File: src/rtl/gpmc_pkg.sv
// Shared definitions for the GPMC asynchronous slave: bus width and cycle FSM encoding.
package gpmc_pkg;

    localparam int AD_W = 16;

    typedef enum logic [2:0] {
        ST_IDLE     = 3'd0,
        ST_ADDR     = 3'd1,
        ST_ACTIVE   = 3'd2,
        ST_RD_WAIT  = 3'd3,
        ST_RD_DRIVE = 3'd4,
        ST_DONE     = 3'd5
    } gpmc_state_e;

endpackage

File: src/rtl/gpmc_sync.sv
// Multi-flop synchronizer for one asynchronous GPMC control pin, with rise/fall
// pulses derived from the synchronized level only.
module gpmc_sync #(
    parameter int   STAGES  = 2,
    parameter logic RST_VAL = 1'b1
) (
    input  logic clk,
    input  logic rst,
    input  logic d,
    output logic q,
    output logic rise,
    output logic fall
);

    logic [STAGES-1:0] chain_r;
    logic              prev_r;

    // Shift the pin through the chain; prev_r is the synced level one cycle back
    always_ff @(posedge clk) begin
        if (rst) begin
            chain_r <= {STAGES{RST_VAL}};
            prev_r  <= RST_VAL;
        end else begin
            chain_r <= {chain_r[STAGES-2:0], d};
            prev_r  <= chain_r[STAGES-1];
        end
    end

    assign q    = chain_r[STAGES-1];
    assign rise = chain_r[STAGES-1] & ~prev_r;
    assign fall = ~chain_r[STAGES-1] & prev_r;

endmodule

File: src/rtl/gpmc_async_slave.sv
// GPMC async address/data-multiplexed slave: turns host write16/read16 cycles into
// single-cycle register strobes. The pad tristate (oe ? ad_out : 'z) lives one level up.
module gpmc_async_slave
    import gpmc_pkg::*;
#(
    parameter int ADDR_W      = 16,
    parameter int SYNC_STAGES = 2,
    parameter int RD_LATENCY  = 1
) (
    input  logic              clk,
    input  logic              rst,
    input  logic              gpmc_csn,
    input  logic              gpmc_advn,
    input  logic              gpmc_oen,
    input  logic              gpmc_wen,
    input  logic [1:0]        gpmc_ben,
    input  logic [15:0]       gpmc_ad_in,
    output logic [15:0]       gpmc_ad_out,
    output logic              gpmc_ad_oe,
    output logic [ADDR_W-1:0] reg_addr,
    output logic              reg_wr_stb,
    output logic [15:0]       reg_wr_data,
    output logic [1:0]        reg_wr_be,
    output logic              reg_rd_stb,
    input  logic [15:0]       reg_rd_data
);

    logic csn_s, advn_s, oen_s, wen_s;
    logic csn_rise_s, csn_fall_s, advn_rise_s, advn_fall_s;
    logic wen_rise_s, wen_fall_s, oen_rise_s, oen_fall_s;
    logic unused_s;

    gpmc_sync #(.STAGES(SYNC_STAGES)) u_sync_csn (
        .clk(clk), .rst(rst), .d(gpmc_csn), .q(csn_s), .rise(csn_rise_s), .fall(csn_fall_s));
    gpmc_sync #(.STAGES(SYNC_STAGES)) u_sync_advn (
        .clk(clk), .rst(rst), .d(gpmc_advn), .q(advn_s), .rise(advn_rise_s), .fall(advn_fall_s));
    gpmc_sync #(.STAGES(SYNC_STAGES)) u_sync_oen (
        .clk(clk), .rst(rst), .d(gpmc_oen), .q(oen_s), .rise(oen_rise_s), .fall(oen_fall_s));
    gpmc_sync #(.STAGES(SYNC_STAGES)) u_sync_wen (
        .clk(clk), .rst(rst), .d(gpmc_wen), .q(wen_s), .rise(wen_rise_s), .fall(wen_fall_s));

    // CS release is handled on the synced level, so the edge pulses of these are spare
    assign unused_s = ^{csn_rise_s, csn_fall_s, advn_fall_s, wen_fall_s, oen_rise_s};

    logic [AD_W-1:0] ad_dly_r  [SYNC_STAGES];
    logic [1:0]      ben_dly_r [SYNC_STAGES];
    logic [AD_W-1:0] ad_al_s;
    logic [1:0]      ben_al_s;

    // Data delay line of the same depth as the control synchronizers keeps AD aligned
    always_ff @(posedge clk) begin
        if (rst) begin
            for (int i = 0; i < SYNC_STAGES; i++) begin
                ad_dly_r[i]  <= {AD_W{1'b0}};
                ben_dly_r[i] <= 2'b11;
            end
        end else begin
            ad_dly_r[0]  <= gpmc_ad_in;
            ben_dly_r[0] <= gpmc_ben;
            for (int i = 1; i < SYNC_STAGES; i++) begin
                ad_dly_r[i]  <= ad_dly_r[i-1];
                ben_dly_r[i] <= ben_dly_r[i-1];
            end
        end
    end

    assign ad_al_s  = ad_dly_r[SYNC_STAGES-1];
    assign ben_al_s = ben_dly_r[SYNC_STAGES-1];

    gpmc_state_e       state_r, state_nxt_s;
    logic [2:0]        lat_cnt_r;
    logic              lat_done_s, drive_ok_s;
    logic              addr_go_s, wr_go_s, rd_go_s, drive_go_s;
    logic [ADDR_W-1:0] addr_r;
    logic [15:0]       wr_data_r, ad_out_r;
    logic [1:0]        wr_be_r;
    logic              wr_stb_r, rd_stb_r, ad_oe_r;

    assign lat_done_s = (lat_cnt_r == 3'(RD_LATENCY));
    // The bus may only be driven while the host is reading: WE and ADV both released
    assign drive_ok_s = ~oen_s & wen_s & advn_s;

    // Next-state logic; synced CS high anywhere but DONE abandons the cycle
    always_comb begin
        state_nxt_s = state_r;
        case (state_r)
            ST_IDLE: begin
                if (!csn_s && !advn_s) state_nxt_s = ST_ADDR;
                else                   state_nxt_s = ST_IDLE;
            end
            ST_ADDR: begin
                if (csn_s)            state_nxt_s = ST_IDLE;
                else if (advn_rise_s) state_nxt_s = ST_ACTIVE;
                else                  state_nxt_s = ST_ADDR;
            end
            ST_ACTIVE: begin
                if (csn_s)           state_nxt_s = ST_IDLE;
                else if (wen_rise_s) state_nxt_s = ST_DONE;
                else if (oen_fall_s) state_nxt_s = ST_RD_WAIT;
                else                 state_nxt_s = ST_ACTIVE;
            end
            ST_RD_WAIT: begin
                if (csn_s)            state_nxt_s = ST_IDLE;
                else if (!drive_ok_s) state_nxt_s = ST_DONE;
                else if (lat_done_s)  state_nxt_s = ST_RD_DRIVE;
                else                  state_nxt_s = ST_RD_WAIT;
            end
            ST_RD_DRIVE: begin
                if (csn_s)            state_nxt_s = ST_IDLE;
                else if (!drive_ok_s) state_nxt_s = ST_DONE;
                else                  state_nxt_s = ST_RD_DRIVE;
            end
            ST_DONE: begin
                if (csn_s) state_nxt_s = ST_IDLE;
                else       state_nxt_s = ST_DONE;
            end
            default: state_nxt_s = ST_IDLE;
        endcase
    end

    assign addr_go_s  = (state_r == ST_ADDR)    && (state_nxt_s == ST_ACTIVE);
    assign wr_go_s    = (state_r == ST_ACTIVE)  && (state_nxt_s == ST_DONE);
    assign rd_go_s    = (state_r == ST_ACTIVE)  && (state_nxt_s == ST_RD_WAIT);
    assign drive_go_s = (state_r == ST_RD_WAIT) && (state_nxt_s == ST_RD_DRIVE);

    // State, read-latency counter and all registered outputs; oe follows the next state
    always_ff @(posedge clk) begin
        if (rst) begin
            state_r   <= ST_IDLE;
            lat_cnt_r <= 3'd0;
            addr_r    <= {ADDR_W{1'b0}};
            wr_data_r <= 16'h0000;
            wr_be_r   <= 2'b00;
            wr_stb_r  <= 1'b0;
            rd_stb_r  <= 1'b0;
            ad_out_r  <= 16'h0000;
            ad_oe_r   <= 1'b0;
        end else begin
            state_r  <= state_nxt_s;
            wr_stb_r <= wr_go_s;
            rd_stb_r <= rd_go_s;
            ad_oe_r  <= (state_nxt_s == ST_RD_DRIVE);
            if (state_r == ST_RD_WAIT) lat_cnt_r <= lat_cnt_r + 3'd1;
            else                       lat_cnt_r <= 3'd0;
            if (addr_go_s) addr_r <= ad_al_s[ADDR_W-1:0];
            if (wr_go_s) begin
                wr_data_r <= ad_al_s;
                wr_be_r   <= ~ben_al_s;
            end
            if (drive_go_s) ad_out_r <= reg_rd_data;
        end
    end

    assign reg_addr    = addr_r;
    assign reg_wr_stb  = wr_stb_r;
    assign reg_wr_data = wr_data_r;
    assign reg_wr_be   = wr_be_r;
    assign reg_rd_stb  = rd_stb_r;
    assign gpmc_ad_out = ad_out_r;
    assign gpmc_ad_oe  = ad_oe_r;

endmodule

File: config.mk
export PLATFORM = sky130hd
export DESIGN_NAME = gpmc_async_slave
export DESIGN_NICKNAME = d
export VERILOG_FILES = /design/src/rtl/gpmc_pkg.sv /design/src/rtl/gpmc_sync.sv /design/src/rtl/gpmc_async_slave.sv
export SDC_FILE = /design/constraint.sdc
export NUM_CORES = 1
export LEC_CHECK = 0
export CORE_MARGIN = 1.5
export CORE_UTILIZATION = 30
export DETAILED_ROUTE_END_ITERATION = 12
export SYNTH_ARGS = -nofsm -noshare
export SYNTH_HDL_FRONTEND = slang
export SYNTH_SLANG_ARGS = --single-unit
File: constraint.sdc
create_clock -name clk -period 1.8 [get_ports clk]
set_input_delay 0.36 -clock clk [delete_from_list [all_inputs] [get_ports clk]]
set_output_delay 0.36 -clock clk [all_outputs]
set_load 0.02 [all_outputs]
# After elaboration in Yosys (flattened, before gate mapping)
# Memory sizes are Yosys's and may differ from the RTL's.
# Cells that the tools add are included.
classes:
  add_sub_neg: 1
  n_mul: 0
  div_mod_pow: 0
  magnitude_cmp: 0
  eq_ne: 10
  shifts: 0
  n_mux: 20
  n_bitwise: 14
  n_reduce_logical: 9
op_table:
  columns: ["cell", "n"]
  rows:
  - ["16-bit 2-to-1 mux", 2]
  - ["3-bit 2-to-1 mux", 7]
  - ["3-bit one-hot mux with 6 select lines", 1]
  - ["3-bit by 2-bit equality test with 1-bit output (second input constant)", 4]
  - ["3-bit equality test (second input constant)", 4]
  - ["2-bit 2-to-1 mux", 4]
  - ["3-bit by 1-bit equality test with 1-bit output (second input constant)", 2]
  - ["1-bit 2-to-1 mux", 6]
  - ["1-bit AND", 5]
  - ["1-bit logical AND", 5]
  - ["1-bit inverter", 4]
  - ["1-bit OR", 4]
  - ["3-bit by 1-bit adder with 3-bit output (second input constant)", 1]
  - ["3-bit zero test", 1]
  - ["1-bit zero test", 2]
  - ["2-bit inverter", 1]
  - ["2-bit OR reduction", 1]
totals:
  ff_bits: 70
  latch_bits: 0
  ramBits: 36
  mem_bits_ro: 0
  output_inout_bits: 53
  word_cells: 72
  memories: 2
memory_table:
  columns: ["name", "words", "word_bits", "read_ports", "rd_clocked_by_memory_dff", "write_ports", "line", "source"]
  rows:
  - ["ad_dly_r", 2, 16, 2, 0, 2, "gpmc_async_slave.sv:45", "logic [AD_W-1:0] ad_dly_r [SYNC_STAGES];"]
  - ["ben_dly_r", 2, 2, 2, 0, 2, "gpmc_async_slave.sv:46", "logic [1:0] ben_dly_r [SYNC_STAGES];"]

# Logic depth before layout (Yosys ltp)
# Gate-level depths: netlist of run 1.
logic_depth:
  word_depth: 8
  ltp_mapped: 8
  ltp_nobuf: 6

# Hierarchy
# From an unflattened synthesis of run 1, not the netlist that was laid out.
unflattened:
  cells_unflattened: 378
  area_unflattened_um2: 3565.9
by_module_without_submodules:
  columns: ["module", "instances", "cells_per_inst", "area_per_inst_um2", "seq_area_each_um2"]
  rows:
  - ["gpmc_async_slave", 1, 346, 3195.6, 1901.8]
  - ["gpmc_sync", 4, 8, 92.6, 60.1]

# Worst setup path before layout of run 1
# No wires, ideal clock.
synth_timing:
  kind: "register to register"
  start: "register state_r[1]"
  end: "register ad_out_r[12], in the netlist gpmc_ad_out[12]"
  setup_ps: 128
  t_arrival_ps: 1777
  path_slack_ps: -104
  path_stages_with_launch: 8
  path_buffers: 3
  synth_period_minus_slack_ps: 1904
  cell_sequence: "dfxtp_1 -> buf_4 -> or3b_1 -> or4_4 -> buf_6 -> buf_12 -> mux2i_1 -> nor2_1"
synth_via:
  elab_chain_len: 4
  word_cells_on_any_way: 9
  classes_between: "6 x eq/ne; 1 x mux; 2 x reduce/logical"
synth_rtl:
  columns: ["item", "line", "source"]
  rows:
  - ["start: declaration", "gpmc_async_slave.sv:70", "gpmc_state_e state_r, state_nxt_s;"]
  - ["start signal: assignment", "gpmc_async_slave.sv:139", "state_r <= state_nxt_s;"]
  - ["3-bit equality test (tied with other cells)", "gpmc_async_slave.sv:86", "case (state_r)"]
  - ["3-bit one-hot mux with 6 select lines", "gpmc_async_slave.sv:86", null]
  - ["3-bit equality test", "gpmc_async_slave.sv:124", "assign drive_go_s = (state_r == ST_RD_WAIT) && (state_nxt_s == ST_RD_DRIVE);"]
  - ["1-bit logical AND *", "gpmc_async_slave.sv:124", null]
  - ["end signal: assignment", "gpmc_async_slave.sv:150", "if (drive_go_s) ad_out_r <= reg_rd_data;"]
  - ["end: declaration", "gpmc_async_slave.sv:75", "logic [15:0] wr_data_r, ad_out_r;"]
# Every way passes the cells marked *; elsewhere a longest branch is shown, timed or not.
# A chain may end at the register's enable or synchronous reset.

# Final worst setup path of run 1
layout_timing:
  start: "register u_sync_csn.chain_r[1]"
  end: "register ad_out_r[0], in the netlist gpmc_ad_out[0]"
layout_via:
  elab_chain_len: 6
  word_cells_on_any_way: 11
  classes_between: "1 x eq/ne; 7 x mux; 3 x reduce/logical"
layout_rtl:
  columns: ["item", "line", "source"]
  rows:
  - ["start: declaration", "gpmc_sync.sv:15", "logic [STAGES-1:0] chain_r;"]
  - ["start signal: assignment", "gpmc_sync.sv:21", "chain_r <= {STAGES{RST_VAL}};"]
  - ["start signal: assignment", "gpmc_sync.sv:24", "chain_r <= {chain_r[STAGES-2:0], d};"]
  - ["1-bit zero test", "gpmc_async_slave.sv:88", "if (!csn_s && !advn_s) state_nxt_s = ST_ADDR;"]
  - ["1-bit logical AND", "gpmc_async_slave.sv:88", null]
  - ["1-bit 2-to-1 mux", "gpmc_async_slave.sv:88", null]
  - ["3-bit one-hot mux with 6 select lines *", "gpmc_async_slave.sv:86", null]
  - ["3-bit equality test *", "gpmc_async_slave.sv:124", null]
  - ["1-bit logical AND *", "gpmc_async_slave.sv:124", null]
# Marks and branches as above.

==> metrics.txt, run 1 <==
period utilisation layout between 90 and 100%; ant diodes 0; Final Critical Period 1.77 ns; EDFF count, synth 0; CTS Root Cell clkbuf_16; area leader, netlist dfxtp_1; Seq cells post-synth 106; met1 usage ~16%; Crit path required time 2.03 ns; Peak Freq approximately 560 MHz; CP endpoint gpmc_ad_out[0]$_SDFFE_PP0P_; aggregate global-route resource usage about an eighth; status finished clean; Synth Flop Type dfxtp_1; crit path cell chain or3b_4 > or4_4 > mux2i_1 > nor2_1; Placer Congestion between 0.8 and 0.9; number of global-route vias before repair 2417; first-pass GRT wire length 12.0 mm; post-synth top area share 60.7%; CP startpoint kind register; Netlist cell types 35; mapped cell area around 3500 um^2; Chip Height 111 um; DRT iter0 DRCs 99; crit end category register; Die W 111 um; worst r2r src u_sync_csn.chain_r[1]$_SDFF_PP1_; DRC viols 0; final hold vios 0; Core ar. 11400 um^2; Slew @ Worst Pin 0.402 ns; std cell rows 39; Final Util 43.2%; endpoints failing setup 0; Lkg Pwr 1.87 nW; Fin Setup TNS 0 ns; hold crit path type input pin to register; Vias 2603; Clk Latency, worst-skew pair 0.35 ns; FF-to-FF path depth 4; Crit Path Max Fanout 8; Crit Path Class register to register; synthesis warning total 0; Layout Area Growth over Synthesis 40.4%; Worst-path clk slew ~0.07 ns; worst clock skew 0.00892 ns; Post-Route WL 7.41 mm; post-DR vias/cell around 4.3; max_slew headroom 72.5%; Crit path depth 4; crit path from u_sync_csn.chain_r[1]$_SDFF_PP1_; IO buf count 92; CTS Buf Count 9; Buf+Inv Stages, Crit Path 0; gr busiest metal met2; Worst path top cell family by delay simple AND/OR/NAND/NOR gates; largest net degree at the start of global routing 60; grt total ovfl 0; Power Density 900 nW/um^2; GR Util met2 19.4%; max cap viols 0; initial antenna violation count 0; Layout Nets about 500; RSZ-0062 raised after global routing yes; fillers 1144; critical path data arrival time 2.01 ns; layout cells sized above 1 11.1%; CTS hold repair buffers 0; Initial Util 30.7%; worst vdd ir between 300 and 400 uV; H-tree Lvls 3; drt pass-1 iters 4; Avg WL per Cell approximately 12 um; FFs w/ async S/R, synth 0%; CTS Buffer Depth 2; top cells by area, synth dfxtp_1 61%, nand2_1 7.2%, nor2b_1 6.4%; post-route ant nets 0; most common cell in the netlist dfxtp_1; met3 global-route usage 2.73%; Detail Placement HPWL 4.99 mm; Final Max Tran Viols 0; slowest stage cell, crit path or4_4; WHS approximately 0.23 ns; Crit path largest cell delay 0.66 ns; CTS tree done; most frequent cells after synthesis 106 x dfxtp_1, 67 x nand2_1, 36 x nor2b_1, 34 x a21oi_1, 27 x nor2_1; syn avg cell area 9.76 um^2; die area 12300 um^2; cell count after synthesis 358; total nets after synthesis 400; register area share after synthesis 60.7%; IO Count a little over 90; reg2reg setup slack 0.03 ns; number of clock sinks 106; FF-to-FF End gpmc_ad_out[0]$_SDFFE_PP0P_
[how the worst min path moves through the flow]
stage / startpoint / to / cells past startpoint
finish: rst / state_r[0]$_SDFF_PP0_ / 2
global route: rst / state_r[0]$_SDFF_PP0_ / 2
global placement: ben_dly_r[0][2]$_SDFF_PP1_ / reg_wr_be[0]$_SDFFE_PP0P_ / 1
CTS: rst / state_r[0]$_SDFF_PP0_ / 2
detailed placement: ben_dly_r[0][1]$_SDFF_PP1_ / ben_dly_r[0][3]$_SDFF_PP1_ / 1
floorplan: ben_dly_r[0][0]$_SDFF_PP1_ / ben_dly_r[0][2]$_SDFF_PP1_ / 1
[per-stage QoR]
stage / power [W] / setup WS, ns / instances / cell area (um^2)
CTS: 0.00448 / 0.0197 / 599 / 4890
global placement: 0.00263 / 0.0426 / 582 / 4600
floorplan: 0.00253 / -0.0886 / 358 / 3500
global route: 0.00459 / -0.0238 / 601 / 4910
finish: 0.00442 / 0.0271 / 601 / 4910
detailed placement: 0.00263 / -0.0167 / 582 / 4600
[cells in the final DEF, fill, tap and decap left out, drive strengths merged]
cell,instances
or2,15
dfxtp,106
and4,1
or3b,1
inv,4
nor2b,36
buf,14
a21oi,34
mux2i,16
xnor2,1
clkinv,5
and3b,1
nor3b,1
nand2b,5
or3,1
nand2,67
a41o,1
o21ba,1
and2,1
a311o,1
nor2,27
clkdlybuf4s50,91
or2b,1
nor3,2
o31ai,1
o21ai,3
ha,2
a211oi,2
a21boi,1
a31oi,1
nand4,1
nand3b,1
or4,2
clkbuf,9
a2111oi,2
[flip-flops by register name, summed over array words and instances (netlist names), 2 cells and up]
name and flops:
ad_dly_r 32, u_sync_oen.chain_r 2, u_sync_csn.chain_r 2, gpmc_ad_out 16
reg_addr 16, reg_wr_data 16, reg_wr_be 2, state_r 3
ben_dly_r 4, lat_cnt_r 3, u_sync_wen.chain_r 2, u_sync_advn.chain_r 2
[power breakdown]
group / internal [W] / switching (W)
combinational: 0.000111 / 0.0000594
clock: 0.000951 / 0.000889
sequential: 0.00239 / 0.0000151
[what timing repair did]
action,CTS,global route
setup endpoints to repair,13,11
pin swaps,0,2
gates resized for setup,1,1
setup buffers,0,2
gates cloned,1,0
[metal layers]
metal	vias up	part of all wire, %	wire, um
li1	1344	-	-
met1	1176	47	3510
met2	73	45	3360
met3	10	5.1	379
met4	0	2.2	161
met5	-	0	0
[cells by family (layout without fill, tap and decap cells)]
kind of cell / count (synthesis) / after routing / share of synthesized area, %
AND/OR/NAND/NOR: 162 / 163 / 22.7
flip-flops: 106 / 106 / 60.7
AO/OA/AOI/OAI: 47 / 47 / 7.70
buffers and inverters: 24 / 123 / 3.37
multiplexers: 16 / 16 / 4.58
adder cells (fa/ha/maj): 2 / 2 / 0.716
XOR/XNOR: 1 / 1 / 0.251
[worst register-to-register path, stage by stage, from the launching register on]
cell	delay (ns)
dfxtp_1	0.31
or3b_4	0.43
or4_4	0.66
mux2i_1	0.21
nor2_1	0.05
[layout make-up]
cell class	instances	area (um^2)	area share, %
Timing Repair Buffer	105	1040	21.3
Clock inverter	7	53.8	1.10
Clock buffer	9	225	4.59
Sequential cell	106	2120	43.3
Tap cell	143	179	3.65
Multi-Input combinational cell	229	1270	26.0
Inverter	2	7.51	0.153
Note: power is estimated with default switching activity, not from simulation.
==> run 2: changes to the inputs <==
--- a/config.mk
+++ b/config.mk
@@ -8,6 +8,7 @@
 export CORE_MARGIN = 1.5
 export CORE_UTILIZATION = 30
 export DETAILED_ROUTE_END_ITERATION = 12
+export SETUP_SLACK_MARGIN = 0.05
 export SYNTH_ARGS = -nofsm -noshare
 export SYNTH_HDL_FRONTEND = slang
 export SYNTH_SLANG_ARGS = --single-unit
==> metrics.txt, run 2 (synthesized netlist as in run 1, its figures left out) <==
status finished clean (unchanged); Die W 111 um (unchanged); Chip Height 111 um (unchanged); DRT iter0 DRCs 112 (was 99); Core ar. 11400 um^2 (unchanged); max_slew headroom 72.1% (was 72.5%); number of global-route vias before repair 2437 (was 2417); max cap viols 0 (unchanged); Crit Path Class register to register (unchanged); Layout Nets 496 (was 495); die area 12300 um^2 (unchanged); Worst-path clk slew 0.07 ns (about the same); hold crit path type input pin to register (unchanged); Crit path required time 2.02 ns (was 2.03 ns); ant diodes 0 (unchanged); crit path cell chain or3b_4 > or4_4 > mux2i_1 > nor2_1 (unchanged); grt total ovfl 0 (unchanged); placed instance area 4610 um^2 (was 4600 um^2); Avg WL per Cell 12.5 um (was 12.3 um); Final Critical Period 1.77 ns (about the same); max reg flops 32 (unchanged); Crit path depth 4 (unchanged); Post-Route WL 7.52 mm (was 7.41 mm); worst vdd ir 456 uV (was 393 uV); first-pass GRT wire length 12.0 mm (about the same); Post-CTS Setup Bufs 0 (unchanged); Power Density 900 nW/um^2 (about the same); number of clock sinks 106 (unchanged); aggregate global-route resource usage 12.3% (about the same); endpoints failing setup 0 (unchanged); CTS Buf Count 9 (unchanged); Initial Util 30.7% (unchanged); Hold Crit Depth 2 (unchanged); Worst Slack Setup Final 0.0312 ns (was 0.0271 ns); CTS Buffer Depth 2 (unchanged); total power 0.00445 W (was 0.00442 W); post-route ant nets 0 (unchanged); Clk Latency, worst-skew pair 0.34 ns (was 0.35 ns); Peak Freq 565 MHz (was 564 MHz); Vias 2674 (was 2603); DRC viols 0 (unchanged); Setup WS pre-CTS -0.00109 ns (was -0.0167 ns); CTS Root Cell clkbuf_16 (unchanged); worst clock skew 0.00922 ns (was 0.00892 ns); Lkg Pwr 1.90 nW (was 1.87 nW); CP startpoint kind register (unchanged); Placer Congestion 0.789 (was 0.801); period utilisation layout 98.3% (was 98.5%); Slew @ Worst Pin 0.415 ns (was 0.402 ns); initial antenna violation count 0 (unchanged); IO Count 93 (unchanged); CTS tree done (unchanged); commonest non-fill, non-tap cell in the layout dfxtp_1 (unchanged); Final Util 43.4% (was 43.2%); Detail Placement HPWL 5.02 mm (was 4.99 mm); RSZ-0062 raised after global routing yes (unchanged); Layout Area Growth over Synthesis 41.3% (was 40.4%); drt pass-1 iters 4 (unchanged); Buf+Inv Stages, Crit Path 0 (unchanged); crit end category register (unchanged); IO buf count 92 (unchanged); Crit Path Max Fanout 8 (unchanged); Top reg by flops ad_dly_r (unchanged); post-DR vias/cell 4.44 (was 4.33); slowest stage cell, crit path or4_4 (unchanged); final hold vios 0 (unchanged); fin area 4940 um^2 (was 4910 um^2); Worst path top cell family by delay simple AND/OR/NAND/NOR gates (unchanged); largest net degree at the start of global routing 77 (was 60); layout cells sized above 1 12.2% (was 11.1%); commonest cells after routing, fill and taps aside 103 x dfxtp_1, 90 x clkdlybuf4s50_1, 67 x nand2_1 (was 105 x dfxtp_1, 91 x clkdlybuf4s50_1, 67 x nand2_1); H-tree Lvls 3 (unchanged); Final Max Tran Viols 0 (unchanged); Crit path largest cell delay 0.64 ns (was 0.66 ns); critical path data arrival time 1.99 ns (was 2.01 ns); FF-to-FF path depth 4 (unchanged); std cell rows 39 (unchanged)
## run 2: changes by cell type in the layout (fill, tap and decap cells not counted), sizes merged
cell / change
clkinv: -3
inv: +2
buf: +1
clkbuf: +1
clkdlybuf4s50: -1
dlymetal6s2s: +1
## run 2: path summary, 6_finish.rpt
path	startpoint	end	slack (ns)
worst max-delay path	state_r[2]$_SDFF_PP0_	gpmc_ad_out[12]$_SDFFE_PP0P_	0.03
worst min register to register	ben_dly_r[0][1]$_SDFF_PP1_	ben_dly_r[0][3]$_SDFF_PP1_	0.41
worst max register to register	state_r[2]$_SDFF_PP0_	gpmc_ad_out[12]$_SDFFE_PP0P_	0.03
worst min-delay path	rst	gpmc_ad_out[10]$_SDFFE_PP0P_	0.39
## run 2: metrics by stage
step / instances / TNS, ns / hold WS, ns
4_1_cts: 602 / -0.000688 / 0.379
3_5_place_dp: 585 / -0.00109 / 0.392
3_3_place_gp: 585 / 0 / 0.393
5_1_grt: 602 / -0.0594 / 0.389
6_report: 602 / 0 / 0.387
2_1_floorplan: 358 / -0.886 / 0.389
## run 2: report_power, final
part / total, W / switching (W) / internal [W]
sequential: 0.00241 / 0.0000146 / 0.00239
clock: 0.00187 / 0.000896 / 0.000973
combinational: 0.000170 / 0.0000607 / 0.000110
## run 2: per-layer routing
layer / vias to the layer above / track usage (%) / wire length, um
li1: 1352 / - / -
met4: 0 / 6.07 / 158
met2: 94 / 19.0 / 3360
met1: 1216 / 15.9 / 3590
met3: 12 / 3.06 / 410
met5: - / 0 / 0
## run 2: worst reg2reg max path: stages, from the launching register on
cell     delay [ns]
dfxtp_1        0.31
or3b_4         0.43
or4_4          0.64
mux2i_1        0.22
nor2_1         0.05
## run 2: repair_timing
| item | in CTS | in global routing |
|---|---|---|
| setup endpoints to repair | 16 | 33 |
| pin swaps | 1 | 2 |
| hold endpoints to repair | 0 | 0 |
| gates resized for setup | 1 | 10 |
| hold buffers | 0 | 0 |
| cloned | 1 | 0 |
## run 2: final cells by class
type | instances | area (um^2)
flip-flops and latches | 106 | 2130
clock inverters | 6 | 57.6
inverters | 2 | 7.51
well taps | 143 | 179
fillers | 1122 | 6430
multi-input cells | 229 | 1290
repair buffers | 106 | 1050
clock buffers | 10 | 229
==> run 3: changes to the inputs <==
--- a/config.mk
+++ b/config.mk
@@ -5,9 +5,11 @@
 export SDC_FILE = /design/constraint.sdc
 export NUM_CORES = 1
 export LEC_CHECK = 0
+export CORE_ASPECT_RATIO = 0.9
 export CORE_MARGIN = 1.5
-export CORE_UTILIZATION = 30
+export CORE_UTILIZATION = 43
 export DETAILED_ROUTE_END_ITERATION = 12
+export PLACE_DENSITY = 0.75
 export SETUP_SLACK_MARGIN = 0.05
 export SYNTH_ARGS = -nofsm -noshare
 export SYNTH_HDL_FRONTEND = slang
==> metrics.txt, run 3 (synthesized netlist as in run 1, its figures left out) <==
slowest stage cell, crit path or4_4 (unchanged); grt total ovfl 0 (unchanged); period utilisation layout 96.4% (was 98.3%); Placer Congestion 0.799 (was 0.789); CTS tree done (unchanged); H-tree Lvls 3 (unchanged); CP startpoint kind register (unchanged); Crit Path Class register to register (unchanged); sw frac 22.3% (was 21.9%); Psw 0.000876 W (was 0.000971 W); Post-Route WL 6.90 mm (was 7.52 mm); max cap viols 0 (unchanged); layout cells sized above 1 10.7% (was 12.2%); IO Count 93 (unchanged); hold crit path type input pin to register (unchanged); Crit path required time 2.04 ns (was 2.02 ns); Final Critical Period 1.73 ns (was 1.77 ns); Chip Height 88.5 um (was 111 um); critical path data arrival time 1.98 ns (was 1.99 ns); Core ar. 7690 um^2 (was 11400 um^2); internal cell power 0.00306 W (was 0.00347 W); Avg WL per Cell 12.5 um (about the same); IO buf count 92 (unchanged); placed instance area 4550 um^2 (was 4610 um^2); fillers 656 (was 1122); Slew @ Worst Pin 0.374 ns (was 0.415 ns); Layout Area Growth over Synthesis 35.6% (was 41.3%); fin cells 552 (was 602); Layout Nets 493 (was 496); Comb power frac 4.3% (was 3.8%); Hold Crit Depth 2 (unchanged); post-route ant nets 0 (unchanged); first-pass GRT wire length 11.1 mm (was 12.0 mm); CTS Root Cell clkbuf_8 (was clkbuf_16); worst clock skew 0.0126 ns (was 0.00922 ns); drt pass-1 iters 4 (unchanged); crit end category register (unchanged); worst vdd ir 461 uV (was 456 uV); Power Density 830 nW/um^2 (was 900 nW/um^2); DRT iter0 DRCs 76 (was 112); initial antenna violation count 0 (unchanged); DRC viols 0 (unchanged); Crit Path Max Fanout 16 (was 8); status finished clean (unchanged); aggregate global-route resource usage 16.3% (was 12.3%); Cells after DPL 536 (was 585); Vias 2602 (was 2674); post-DR vias/cell 4.71 (was 4.44); CTS Buffer Depth 2 (unchanged); die area 8680 um^2 (was 12300 um^2); max reg flops 32 (unchanged); Lkg Pwr 1.85 nW (was 1.90 nW); Clk Latency, worst-skew pair 0.36 ns (was 0.34 ns); max_slew headroom 74.4% (was 72.1%); endpoints failing setup 0 (unchanged); Seq pwr share 61.2% (was 54.1%); std cell rows 30 (was 39); CTS Buf Count 9 (unchanged); crit path cell chain or3b_4 > or4_4 > mux2i_1 > nor2_1 (unchanged); number of global-route vias before repair 2429 (was 2437); Detail Placement HPWL 4.89 mm (was 5.02 mm); commonest non-fill, non-tap cell in the layout dfxtp_1 (unchanged); Fin Setup TNS 0 ns (unchanged); number of clock sinks 106 (unchanged); FF-to-FF path depth 4 (unchanged); ant diodes 0 (unchanged); Clk pwr share 34.5% (was 42.1%); Worst-path clk slew 0.10 ns (was 0.07 ns); Die W 98.0 um (was 111 um); largest net degree at the start of global routing 61 (was 77); Top reg by flops ad_dly_r (unchanged); final hold vios 0 (unchanged); Final Max Tran Viols 0 (unchanged); Crit path largest cell delay 0.59 ns (was 0.64 ns); commonest cells after routing, fill and taps aside 105 x dfxtp_1, 89 x clkdlybuf4s50_1, 67 x nand2_1 (was 103 x dfxtp_1, 90 x clkdlybuf4s50_1, 67 x nand2_1); fin area 4740 um^2 (was 4940 um^2); RSZ-0062 raised after global routing yes (unchanged); Initial Util 45.4% (was 30.7%); Peak Freq 577 MHz (was 565 MHz)
-- run 3: cell count changes in the layout (fill, tap and decap cells not counted), moves of 2 or more --
cell / before / now
clkbuf_16: 9 / 0
clkinvlp_4: 0 / 2
dfxtp_1: 103 / 105
dfxtp_2: 3 / 1
buf_6: 2 / 0
clkbuf_8: 0 / 10
-- run 3: power groups by stage --
| stage | sequential (W) | clock, W | combinational, W |
|---|---|---|---|
| after floorplan | 0.00246 | 0 | 0.0000682 |
| after global placement | 0.00246 | 0 | 0.000171 |
| after detailed placement | 0.00246 | 0 | 0.000170 |
| after CTS | 0.00241 | 0.00139 | 0.000171 |
| after global routing | 0.00241 | 0.00149 | 0.000186 |
| final | 0.00241 | 0.00136 | 0.000169 |
-- run 3: area by class of cell --
| type | instances | area (um^2) | share of cell area [%] |
|---|---|---|---|
| clock buffer | 10 | 138 | 2.90 |
| clock inverter | 6 | 48.8 | 1.03 |
| inverter | 2 | 7.51 | 0.158 |
| multi-input combinational | 228 | 1260 | 26.7 |
| sequential | 106 | 2120 | 44.8 |
| tap | 96 | 120 | 2.53 |
| timing repair buffer | 104 | 1040 | 21.9 |
-- run 3: worst paths after layout --
check	slack, ns	to	startpoint
hold / removal	0.33	gpmc_ad_out[13]$_SDFFE_PP0P_	rst
setup / recovery	0.07	gpmc_ad_out[9]$_SDFFE_PP0P_	state_r[2]$_SDFF_PP0_
setup reg to reg	0.07	gpmc_ad_out[9]$_SDFFE_PP0P_	state_r[2]$_SDFF_PP0_
hold reg to reg	0.42	u_sync_wen.chain_r[1]$_SDFF_PP1_	u_sync_wen.chain_r[0]$_SDFF_PP1_
-- run 3: repair_timing --
item / CTS / global route
setup buffers: 0 / 0
endpoints found under the setup margin: 16 / 11
resized for setup: 0 / 3
hold buffers: 0 / 0
pin swaps: 1 / 0
-- run 3: layer usage --
| metal | up-vias | global-route usage [%] | wire length, um |
|---|---|---|---|
| li1 | 1343 | - | - |
| met1 | 1176 | 19.6 | 3160 |
| met2 | 75 | 28.2 | 3250 |
| met3 | 8 | 3.95 | 391 |
| met4 | 0 | 7.53 | 101 |
| met5 | - | 0 | 0 |
-- run 3: metrics by stage --
step / setup slack [ns] / hold WS [ns] / total power, W / util [%]
after floorplan: -0.0886 / 0.389 / 0.00253 / -
after global placement: 0.0474 / 0.392 / 0.00263 / 59.1
after detailed placement: -0.0279 / 0.394 / 0.00263 / 59.1
after CTS: 0.0584 / 0.322 / 0.00397 / 61.5
after global routing: -0.00396 / 0.337 / 0.00408 / 61.6
final: 0.0654 / 0.334 / 0.00393 / 61.6
-- run 3: worst max-delay path: cells and delay by family (launching register included) --
kind / cells / cell delay, ns
flops: 1 / 0.32
mux: 1 / 0.25
simple gates: 3 / 1.05
